### src/rtl/mod_mapper_pp_if.sv
// Stream/RAM-write bus of mod_mapper_pp: serial bits in with ready, scaled I/Q bank writes out.
// master = bit producer / RAM side, slave = the mapper.
interface mod_mapper_pp_if #(
  parameter int OUT_WIDTH  = 16,
  parameter int ADDR_WIDTH = 11
);
  logic                         Bit_IN;
  logic                         Valid_IN;
  logic                         Last_IN;
  logic                         Ready_OUT;
  logic signed [OUT_WIDTH-1:0]  Mod_OUT_I;
  logic signed [OUT_WIDTH-1:0]  Mod_OUT_Q;
  logic                         write_enable;
  logic [ADDR_WIDTH-1:0]        Wr_addr;
  logic                         Bank_Sel;
  logic                         Bank_Done;
  logic [ADDR_WIDTH-1:0]        Bank_Fill;

  modport master (
    output Bit_IN, Valid_IN, Last_IN,
    input  Ready_OUT, Mod_OUT_I, Mod_OUT_Q, write_enable, Wr_addr,
           Bank_Sel, Bank_Done, Bank_Fill
  );

  modport slave (
    input  Bit_IN, Valid_IN, Last_IN,
    output Ready_OUT, Mod_OUT_I, Mod_OUT_Q, write_enable, Wr_addr,
           Bank_Sel, Bank_Done, Bank_Fill
  );
endinterface

### src/rtl/mod_mapper_pp.sv
// Serial-bit to Gray-mapped BPSK..256QAM mapper writing scaled I/Q into a ping-pong bank pair.
// Write appears 1 cycle after the last symbol bit; input stalls while the selected bank is busy.
module mod_mapper_pp #(
  parameter int OUT_WIDTH  = 16,
  parameter int FRAC_BITS  = 10,
  parameter int BANK_DEPTH = 1200,
  parameter int ADDR_WIDTH = 11
) (
  input  logic       CLK_Mod,
  input  logic       RST_Mod,
  input  logic       EN_Mod,
  input  logic [3:0] Order_Mod,
  input  logic       Bank_Release,
  input  logic       Release_Sel,
  output logic       Err_Order,
  mod_mapper_pp_if.slave bus
);

  localparam int AMP_W   = 5;
  localparam int SCALE_W = FRAC_BITS + 2;
  localparam int PROD_W  = AMP_W + SCALE_W;
  localparam int EXT_W   = (PROD_W > OUT_WIDTH) ? PROD_W : OUT_WIDTH;

  // round(2^FRAC_BITS / sqrt(norm)) for norm = 2, 10, 42, 170
  localparam int SC_QPSK = $rtoi($itor(1 << FRAC_BITS) / 1.4142135624 + 0.5);
  localparam int SC_16   = $rtoi($itor(1 << FRAC_BITS) / 3.1622776602 + 0.5);
  localparam int SC_64   = $rtoi($itor(1 << FRAC_BITS) / 6.4807406984 + 0.5);
  localparam int SC_256  = $rtoi($itor(1 << FRAC_BITS) / 13.038404810 + 0.5);

  localparam logic signed [EXT_W-1:0] OUT_MAX =
    {{(EXT_W-OUT_WIDTH+1){1'b0}}, {(OUT_WIDTH-1){1'b1}}};
  localparam logic signed [EXT_W-1:0] OUT_MIN =
    {{(EXT_W-OUT_WIDTH+1){1'b1}}, {(OUT_WIDTH-1){1'b0}}};

  // a[0] is the sign bit of the axis, a[3:1] the successive refinement bits
  function automatic logic signed [AMP_W-1:0] axis_amp(input logic [3:0] ord,
                                                       input logic [3:0] a);
    int s0, s1, s2, s3, v;
    s0 = a[0] ? -1 : 1;
    s1 = a[1] ? -1 : 1;
    s2 = a[2] ? -1 : 1;
    s3 = a[3] ? -1 : 1;
    case (ord)
      4'd4:    v = 2 - s1;
      4'd6:    v = 4 - s1 * (2 - s2);
      4'd8:    v = 8 - s1 * (4 - s2 * (2 - s3));
      default: v = 1;
    endcase
    return AMP_W'(s0 * v);
  endfunction

  function automatic logic signed [SCALE_W-1:0] scale_of(input logic [3:0] ord);
    case (ord)
      4'd4:    return SCALE_W'(SC_16);
      4'd6:    return SCALE_W'(SC_64);
      4'd8:    return SCALE_W'(SC_256);
      default: return SCALE_W'(SC_QPSK);
    endcase
  endfunction

  function automatic logic signed [OUT_WIDTH-1:0] sat(input logic signed [PROD_W-1:0] p);
    logic signed [EXT_W-1:0] x;
    x = EXT_W'(p);
    if (x > OUT_MAX)      return OUT_MAX[OUT_WIDTH-1:0];
    else if (x < OUT_MIN) return OUT_MIN[OUT_WIDTH-1:0];
    return x[OUT_WIDTH-1:0];
  endfunction

  logic [2:0]                   cnt_q;
  logic [3:0]                   ord_q;
  logic [7:0]                   sym_q;
  logic [ADDR_WIDTH-1:0]        addr_q;
  logic [ADDR_WIDTH-1:0]        wr_addr_q;
  logic [ADDR_WIDTH-1:0]        fill_q;
  logic                         bank_q;
  logic [1:0]                   busy_q;
  logic [1:0]                   busy_nxt;
  logic                         we_q;
  logic                         done_q;
  logic                         err_q;
  logic signed [OUT_WIDTH-1:0]  out_i_q;
  logic signed [OUT_WIDTH-1:0]  out_q_q;

  logic                         ready;
  logic                         accept;
  logic                         commit;
  logic                         first;
  logic                         illegal;
  logic                         sym_end;
  logic                         close;
  logic [3:0]                   ord_in;
  logic [3:0]                   ord_cur;
  logic [7:0]                   bits_cur;
  logic signed [AMP_W-1:0]      amp_i;
  logic signed [AMP_W-1:0]      amp_q;
  logic signed [PROD_W-1:0]     prod_i;
  logic signed [PROD_W-1:0]     prod_q;
  logic signed [PROD_W-1:0]     scale_x;

  assign ready  = RST_Mod && EN_Mod && !busy_q[bank_q];
  assign accept = bus.Valid_IN && ready;
  assign commit = we_q && EN_Mod;

  always_comb begin
    illegal  = !(Order_Mod inside {4'd1, 4'd2, 4'd4, 4'd6, 4'd8});
    ord_in   = illegal ? 4'd2 : Order_Mod;
    first    = (cnt_q == 3'd0);
    ord_cur  = first ? ord_in : ord_q;
    bits_cur = first ? 8'd0 : sym_q;
    bits_cur[cnt_q] = bus.Bit_IN;
    // Last_IN ends the symbol early; unreceived bits stay zero from bits_cur
    sym_end  = ({1'b0, cnt_q} == (ord_cur - 4'd1)) || bus.Last_IN;
    close    = (addr_q == ADDR_WIDTH'(BANK_DEPTH - 1)) || bus.Last_IN;
  end

  always_comb begin
    if (ord_cur == 4'd1) begin
      amp_i = axis_amp(ord_cur, {3'b000, bits_cur[0]});
      amp_q = axis_amp(ord_cur, {3'b000, bits_cur[0]});
    end else begin
      amp_i = axis_amp(ord_cur, {bits_cur[6], bits_cur[4], bits_cur[2], bits_cur[0]});
      amp_q = axis_amp(ord_cur, {bits_cur[7], bits_cur[5], bits_cur[3], bits_cur[1]});
    end
    scale_x = PROD_W'(scale_of(ord_cur));
    prod_i  = PROD_W'(amp_i) * scale_x;
    prod_q  = PROD_W'(amp_q) * scale_x;
  end

  always_ff @(posedge CLK_Mod or negedge RST_Mod) begin
    if (!RST_Mod) begin
      cnt_q     <= '0;
      ord_q     <= '0;
      sym_q     <= '0;
      addr_q    <= '0;
      wr_addr_q <= '0;
      fill_q    <= '0;
      bank_q    <= 1'b0;
      we_q      <= 1'b0;
      done_q    <= 1'b0;
      err_q     <= 1'b0;
      out_i_q   <= '0;
      out_q_q   <= '0;
    end else if (EN_Mod) begin
      // The bank flips only once its closing write has actually been presented
      if (commit) begin
        we_q   <= 1'b0;
        done_q <= 1'b0;
        if (done_q) bank_q <= ~bank_q;
      end
      if (accept) begin
        if (first) begin
          ord_q <= ord_in;
          if (illegal) err_q <= 1'b1;
        end
        if (sym_end) begin
          cnt_q     <= '0;
          sym_q     <= '0;
          out_i_q   <= sat(prod_i);
          out_q_q   <= sat(prod_q);
          wr_addr_q <= addr_q;
          we_q      <= 1'b1;
          done_q    <= close;
          fill_q    <= addr_q + 1'b1;
          addr_q    <= close ? '0 : addr_q + 1'b1;
        end else begin
          cnt_q <= cnt_q + 3'd1;
          sym_q <= bits_cur;
        end
      end
    end
  end

  // Release is honoured even while disabled so a consumer pulse is never lost
  always_comb begin
    busy_nxt = busy_q;
    if (Bank_Release) busy_nxt[Release_Sel] = 1'b0;
    if (commit && done_q) busy_nxt[bank_q] = 1'b1;
  end

  always_ff @(posedge CLK_Mod or negedge RST_Mod) begin
    if (!RST_Mod) busy_q <= '0;
    else          busy_q <= busy_nxt;
  end

  assign bus.Ready_OUT    = ready;
  assign bus.Mod_OUT_I    = out_i_q;
  assign bus.Mod_OUT_Q    = out_q_q;
  assign bus.write_enable = commit;
  assign bus.Wr_addr      = we_q ? wr_addr_q : addr_q;
  assign bus.Bank_Sel     = bank_q;
  assign bus.Bank_Done    = commit && done_q;
  assign bus.Bank_Fill    = fill_q;
  assign Err_Order        = err_q;

endmodule

### src/flat_wrapper.sv
// flat-port wrapper written by rule: the top's interface ports become plain ports
module mod_mapper_pp_flat 
#(
  parameter int OUT_WIDTH  = 16,
  parameter int FRAC_BITS  = 10,
  parameter int BANK_DEPTH = 1200,
  parameter int ADDR_WIDTH = 11
)
  (CLK_Mod, RST_Mod, EN_Mod, Order_Mod, Bank_Release, Release_Sel, Err_Order, bus_Bit_IN, bus_Valid_IN, bus_Last_IN, bus_Ready_OUT, bus_Mod_OUT_I, bus_Mod_OUT_Q, bus_write_enable, bus_Wr_addr, bus_Bank_Sel, bus_Bank_Done, bus_Bank_Fill);
  mod_mapper_pp_if #(.OUT_WIDTH(OUT_WIDTH), .ADDR_WIDTH(ADDR_WIDTH)) bus_i ();
  input  logic CLK_Mod;
  input  logic RST_Mod;
  input  logic EN_Mod;
  input  logic [3:0] Order_Mod;
  input  logic Bank_Release;
  input  logic Release_Sel;
  output logic Err_Order;
  input wire logic [$bits(bus_i.Bit_IN)-1:0] bus_Bit_IN;
  input wire logic [$bits(bus_i.Valid_IN)-1:0] bus_Valid_IN;
  input wire logic [$bits(bus_i.Last_IN)-1:0] bus_Last_IN;
  output wire logic [$bits(bus_i.Ready_OUT)-1:0] bus_Ready_OUT;
  output wire logic [$bits(bus_i.Mod_OUT_I)-1:0] bus_Mod_OUT_I;
  output wire logic [$bits(bus_i.Mod_OUT_Q)-1:0] bus_Mod_OUT_Q;
  output wire logic [$bits(bus_i.write_enable)-1:0] bus_write_enable;
  output wire logic [$bits(bus_i.Wr_addr)-1:0] bus_Wr_addr;
  output wire logic [$bits(bus_i.Bank_Sel)-1:0] bus_Bank_Sel;
  output wire logic [$bits(bus_i.Bank_Done)-1:0] bus_Bank_Done;
  output wire logic [$bits(bus_i.Bank_Fill)-1:0] bus_Bank_Fill;
  assign bus_i.Bit_IN = bus_Bit_IN;
  assign bus_i.Valid_IN = bus_Valid_IN;
  assign bus_i.Last_IN = bus_Last_IN;
  assign bus_Ready_OUT = bus_i.Ready_OUT;
  assign bus_Mod_OUT_I = bus_i.Mod_OUT_I;
  assign bus_Mod_OUT_Q = bus_i.Mod_OUT_Q;
  assign bus_write_enable = bus_i.write_enable;
  assign bus_Wr_addr = bus_i.Wr_addr;
  assign bus_Bank_Sel = bus_i.Bank_Sel;
  assign bus_Bank_Done = bus_i.Bank_Done;
  assign bus_Bank_Fill = bus_i.Bank_Fill;
  mod_mapper_pp #(.OUT_WIDTH(OUT_WIDTH), .FRAC_BITS(FRAC_BITS), .BANK_DEPTH(BANK_DEPTH), .ADDR_WIDTH(ADDR_WIDTH)) u_core (.CLK_Mod(CLK_Mod), .RST_Mod(RST_Mod), .EN_Mod(EN_Mod), .Order_Mod(Order_Mod), .Bank_Release(Bank_Release), .Release_Sel(Release_Sel), .Err_Order(Err_Order), .bus(bus_i));
endmodule
### config.mk
export PLATFORM = sky130hd
export DESIGN_NAME = mod_mapper_pp_flat
export DESIGN_NICKNAME = d
export VERILOG_FILES = /design/src/rtl/mod_mapper_pp_if.sv /design/src/rtl/mod_mapper_pp.sv /design/src/flat_wrapper.sv
export SDC_FILE = /design/constraint.sdc
export NUM_CORES = 1
export LEC_CHECK = 0
export CAP_MARGIN = 0
export CORE_MARGIN = 2
export CORE_UTILIZATION = 40
export DETAILED_ROUTE_END_ITERATION = 10
export GPL_ROUTABILITY_DRIVEN = 0
export GPL_TIMING_DRIVEN = 0
export PLACE_DENSITY_LB_ADDON = 0.25
export SKIP_LAST_GASP = 1
export SLEW_MARGIN = 0
export SYNTH_ARGS = -nofsm -noshare
export SYNTH_HDL_FRONTEND = slang
export SYNTH_SLANG_ARGS = --single-unit
### constraint.sdc
create_clock -name CLK_Mod -period 8.8 [get_ports CLK_Mod]
set_input_delay 1.32 -clock CLK_Mod [delete_from_list [all_inputs] [get_ports CLK_Mod]]
set_output_delay 1.32 -clock CLK_Mod [all_outputs]
set_load 0.1 [all_outputs]
==> impl_metrics.csv, run 1 <==
group,metric,value,unit
clocking,numCtsBuffers,9,
critical_path,critPathMaxFanout,6,
final_layout,multi_input_area,6110,um2
grt,grt_antenna_before_repair,0,
critical_path,crit_top_cell,"inv_2",
logic_synthesis,yosys.area_share.simple,0.145,
drt,wl_per_cell,15.0,um
placed_design,hpwl,15200,um
sta,tightest_slew,1.04,ns
sta,rsz0062_at_grt,"yes",
clocking,cts_tree,"built",
sta,drv_slew,0,
sta,setup_viol,3,
grt,grt_pass1_wl,34400,um
sta,setup_ws,-0.0529,ns
logic_synthesis,synth-edff-count,0,
final_layout,fill_cells,1968,
logic_synthesis,synth_ff_type,"dfrtp_1",
sta,post-route-min-period,8.85,ns
logic_synthesis,synthAdderAreaFrac,0.269,
clocking,clkSinkCount,86,
logic_synthesis,synthXorXnorAreaFrac,0.0674,
critical_path,path_delay_family,"adder cells",
final_layout,seq_area,2150,um2
sta,fmax,113,MHz
clocking,cts_root_buf,"clkbuf_16",
final_layout,drive_gt1_frac,0.178,
grt,grt_usage,0.191,
floorplan,fp-row-count,53,
floorplan,dieArea,22300,um2
critical_path,critPathSlowestCell,"fa_1",
floorplan,die_w,149,um
drt,route.detailed.drc,0,
sta,fin_skew,0.0126,ns
grt,grt_max_degree,69,
sta,timing.final.hold_violations,0,
grt,overflow,0,
floorplan,initial_core_util,0.404,
clocking,cts.htree.levels,3,
logic_synthesis,synth_cell_types,71,
flow_run,cap_violations,0,
status,outcome,"complete, but fails checks",
clocking,clk_pin_slew,0.07,ns
logic_synthesis,synth_top_area_cell,"dfrtp_1",
sta,worst_hold_slack,0.474,ns
floorplan,core,20900,um2
critical_path,start_kind,"input pin",
clocking,clock_path_buffers,2,
sta,relSlewSlack,0.305,
logic_synthesis,synthCells,967,
logic_synthesis,yosysWarnings,0,
logic_synthesis,syn_area_per_cell,8.74,um2
logic_synthesis,synth_top_family_by_area,"adder cells",
logic_synthesis,yosys.area.top_type_share,0.255,
critical_path,crit_type,"input pin to flop",
logic_synthesis,synth_compound_area_frac,0.149,
final_layout,antenna_cells,0,
logic_synthesis,synth-seq-cells,86,
critical_path,critPathBufInv,10,
status,violations,"negative setup slack",
drt,via_count,7066,
logic_synthesis,synth_area_leaders,"dfrtp_1, ha_1, fa_1",
logic_synthesis,ys_seq_area_frac,0.255,
min_path,hold_class,"flop to flop",
critical_path,critPathMaxStageDelay,0.51,ns
critical_path,arrival,9.07,ns
drt,drt_iter0_drc,312,
drt,via_per_inst,5.12,
logic_synthesis,async_reset_ff_frac,1.00,
floorplan,die_h,149,um
floorplan,io_pins,71,
logic_synthesis,synth_top_cells_by_count,"inv_1, nand2_1, ha_1",
drt,wl,20700,um
drt,ant_nets,0,
drt,dr.pass1.iters,5,
critical_path,worstSetupEndpointType,"flop",
logic_synthesis,synth_area,8450,um2
logic_synthesis,yosysMostFrequentCell,"inv_1",
placed_design,dp_slack,-1.62,ns
clocking,clock_latency,0.35,ns
logic_synthesis,synth_mux_area_frac,0.0333,
critical_path,cp.required,9.01,ns
grt,first_global_vias,6924,
final_layout,syn_to_final_growth,27.3,%
final_layout,fin_nets,1268,
sta,post-route-period-util,1.01,
placed_design,port_buffers,70,
metrics by stage:
step	instance area [um2]	utilization	cells	TNS, ns
2_1_floorplan	8520	-	969	0
3_3_place_gp	9570	0.458	1314	-23.02
3_5_place_dp	9590	0.459	1315	-24.25
4_1_cts	10300	0.493	1351	-0.0842
5_1_grt	10800	0.515	1381	-2.16
6_report	10800	0.515	1381	-0.107
per-layer routing:
| metal | vias up | global-route usage | wire length (um) |
|---|---|---|---|
| li1 | 3476 | - | - |
| met1 | 3485 | 0.275 | 10200 |
| met2 | 96 | 0.310 | 9820 |
| met3 | 9 | 0.0251 | 549 |
| met4 | 0 | 0.0343 | 125 |
| met5 | - | 0 | 0 |
state kept, by name, indices dropped and copies added, names as in the netlist:
name and cells:
u_core.bus.Mod_OUT_I 16, u_core.bus.Mod_OUT_Q 16, u_core.addr_q 11, u_core.bus.Bank_Fill 11, u_core.wr_addr_q 11, u_core.sym_q 8
u_core.ord_q 4, u_core.cnt_q 3, u_core.busy_q 2, u_core.Err_Order 1, u_core.bus.Bank_Sel 1, u_core.done_q 1
u_core.we_q 1
logic make-up after synthesis:
logic type,after synthesis
simple gates,270
compound gates,195
buf+inv,169
fa+ha+maj,155
flops,86
xor+xnor,65
mux,25
other cells,2
cell type report:
type	instances	share of cell area
buffer	33	0.0187
clock buffer	9	0.0209
clock inverter	7	0.00954
inverter	136	0.0479
multi-input combinational	714	0.568
sequential	86	0.200
tap	275	0.0320
timing repair buffer	121	0.102
layout by cell type, fill, tap and decap left out, types with 11 or more instances in the layout:
master,n
a21o_1,11
a21oi_1,21
buf_4,51
clkbuf_1,21
clkdlybuf4s50_1,64
dfrtp_1,85
fa_1,40
ha_1,93
inv_1,121
inv_2,14
mux2_2,13
nand2_1,127
nand2b_1,16
nor2_1,63
o21ai_0,56
o21ai_1,12
o31ai_1,15
xnor2_1,42
xor2_1,19
worst reg2reg max path, delay by kind of cell (launching register included):
family,cells,cell delay (ns)
xor gates and xnor gates,5,1.00
adders and majority gates,10,3.61
AOI/OAI and AO/OA,12,1.68
buffers and inverters,10,0.78
and+or+nand+nor,3,0.44
muxes,2,0.61
DFF,1,0.45
final timing paths:
kind	start	to	slack [ns]	cells past startpoint
worst max-delay path	bus_Bit_IN	u_core.bus.Mod_OUT_I[15]$_DFFE_PN0P_	-0.05	40
worst min-delay path	u_core.wr_addr_q[3]$_DFFE_PN0P_	u_core.wr_addr_q[3]$_DFFE_PN0P_	0.47	2
worst max register to register	u_core.cnt_q[0]$_DFFE_PN0P_	u_core.bus.Mod_OUT_I[15]$_DFFE_PN0P_	0.11	42
worst min register to register	u_core.wr_addr_q[3]$_DFFE_PN0P_	u_core.wr_addr_q[3]$_DFFE_PN0P_	0.47	2
max in group asynchronous	RST_Mod	u_core.cnt_q[0]$_DFFE_PN0P_	7.29	2
min in group asynchronous	RST_Mod	u_core.bus.Mod_OUT_Q[11]$_DFFE_PN0P_	0.85	1
repair_timing:
action / in CTS / in global routing
pin swaps: 23 / 61
resized for setup: 64 / 65
endpoints found under the setup margin: 22 / 15
hold buffers: 0 / 0
buffers inserted: 20 / 30
Power of run 1 is not shown: default switching activity piles up to over one toggle a cycle in this logic, so the estimate is an artifact.
==> run 2: changes to the inputs <==
Settings changed: TNS_END_PERCENT set to 5.
==> run 2 against run 1 <==
Compared with the run above: the flow still finishes with violations (negative setup slack); clock-buffer cell count stayed put; via count is 1.2% lower; global-route usage decreased by 0.42 points; non-clock buffer count is 16 lower; critical path type unchanged; critical endpoint is now u_core.bus.Mod_OUT_I[14]$_DFFE_PN0P_.
==> impl_metrics.csv, run 2 (synthesized netlist as in run 1, its figures left out) <==
group,metric,value,unit
clocking,clock_latency,0.36,ns
final_layout,syn_to_final_growth,24.9,%
sta,setup_viol,4,
critical_path,crit_type,"input pin to flop",
grt,overflow,0,
drt,wl,20500,um
placed_design,port_buffers,70,
critical_path,cp-startpoint,"bus_Bit_IN",
sta,worst_hold_slack,0.472,ns
critical_path,r2r_start,"u_core.cnt_q[1]$_DFFE_PN0P_",
sta,rsz0062_at_grt,"yes",
grt,first_global_vias,6614,
clocking,numCtsBuffers,9,
status,violations,"negative setup slack",
critical_path,critPathSlowestCell,"fa_1",
drt,route.detailed.drc,0,
critical_path,arrival,9.07,ns
critical_path,critPathMaxFanout,6,
critical_path,critPathMaxStageDelay,0.57,ns
sta,setup_ws,-0.0393,ns
final_layout,fin_util,0.505,
critical_path,worstSetupEndpointType,"flop",
floorplan,die_w,149,um
final_layout,final_cell_mix,"nand2_1, inv_1, ha_1",
drt,ant_nets,0,
drt,wl_per_cell,15.0,um
final_layout,fin_nets,1252,
placed_design,hpwl,15200,um
clocking,clk_pin_slew,0.08,ns
floorplan,core,20900,um2
floorplan,io_pins,71,
final_layout,drive_gt1_frac,0.155,
floorplan,initial_core_util,0.404,
floorplan,dieArea,22300,um2
critical_path,cp.required,9.03,ns
final_layout,fill_cells,1985,
drt,dr.pass1.iters,4,
drt,drt_iter0_drc,333,
sta,tns,-0.109,ns
grt,grt_usage,0.186,
min_path,min_from,"u_core.bus.Mod_OUT_Q[1]$_DFFE_PN0P_",
floorplan,fp-row-count,53,
grt,grt_antenna_before_repair,0,
min_path,hold_class,"flop to flop",
critical_path,start_kind,"input pin",
clocking,cts.htree.levels,3,
clocking,hold_buffers,0,
sta,post-route-period-util,1.00,
floorplan,die_h,149,um
clocking,clock_path_buffers,2,
drt,via_per_inst,5.12,
sta,tightest_slew,1.06,ns
grt,grt_max_degree,69,
final_layout,final_common_cell,"nand2_1",
sta,post-route-min-period,8.84,ns
grt,grt_pass1_wl,33400,um
clocking,clkSinkCount,86,
sta,fmax,113,MHz
critical_path,crit_top_cell,"inv_2",
sta,fin_skew,0.0121,ns
status,outcome,"complete, but fails checks",
sta,timing.final.hold_violations,0,
flow_run,cap_violations,0,
sta,relSlewSlack,0.294,
clocking,cts_tree,"built",
clocking,cts_root_buf,"clkbuf_16",
sta,drv_slew,0,
final_layout,antenna_cells,0,
drt,via_count,6984,
==> run 2: final cells by class <==
cell class	count	area [um2]	share of cell area
buffer	33	201	0.0191
tap	275	344	0.0326
multi-input combinational	714	6020	0.570
clock buffer	9	225	0.0213
clock inverter	7	103	0.00972
timing repair buffer	105	986	0.0934
sequential	86	2150	0.204
inverter	136	520	0.0493
==> run 2: per-layer routing <==
metal | wire (um) | part of all wire | track usage | up-vias
met4 | 352 | 0.017 | 0.0514 | 0
met3 | 631 | 0.031 | 0.0235 | 22
li1 | - | - | - | 3448
met5 | 0 | 0 | 0 | -
met2 | 9610 | 0.47 | 0.305 | 113
met1 | 9860 | 0.48 | 0.261 | 3401
==> run 2: final timing paths <==
kind,to,slack (ns),cells after the start
max in group asynchronous,u_core.cnt_q[0]$_DFFE_PN0P_,7.31,2
worst max-delay path,u_core.bus.Mod_OUT_I[14]$_DFFE_PN0P_,-0.04,40
min in group asynchronous,u_core.bus.Mod_OUT_Q[13]$_DFFE_PN0P_,0.84,1
worst max register to register,u_core.bus.Mod_OUT_Q[15]$_DFFE_PN0P_,-0.01,43
worst min-delay path,u_core.bus.Mod_OUT_Q[1]$_DFFE_PN0P_,0.47,2
worst min register to register,u_core.bus.Mod_OUT_Q[1]$_DFFE_PN0P_,0.47,2
==> run 2: worst max-delay path, delay by kind of cell <==
| family | cells | cell delay [ns] |
|---|---|---|
| buf+inv | 9 | 0.60 |
| mux | 2 | 0.37 |
| xor+xnor | 5 | 0.96 |
| compound gates | 11 | 1.76 |
| simple gates | 3 | 0.47 |
| fa+ha+maj | 10 | 3.61 |
==> run 2: stage by stage <==
step,cell area [um2],setup WS [ns],std cells
floorplan,8510,-0.0348,969
global placement,9550,-1.51,1314
detailed placement,9580,-1.62,1315
CTS,10200,-0.127,1349
global route,10600,-0.370,1365
finish,10600,-0.0393,1365
==> run 2: what timing repair did <==
item	CTS	global route
gates resized for setup	56	52
hold endpoints to repair	0	0
endpoints found under the setup margin	22	14
pin swaps	19	45
buffers inserted	18	16
Power of run 2 is left out for the same reason.
==> run 3: changes to the inputs <==
Settings changed: GPL_ROUTABILITY_DRIVEN 0 to unset, HOLD_SLACK_MARGIN set to 0.03.
==> results of run 3 <==
Same layout as run 2: the final DEF is identical, and so are final timing and power.
Power of run 3 is left out for the same reason.
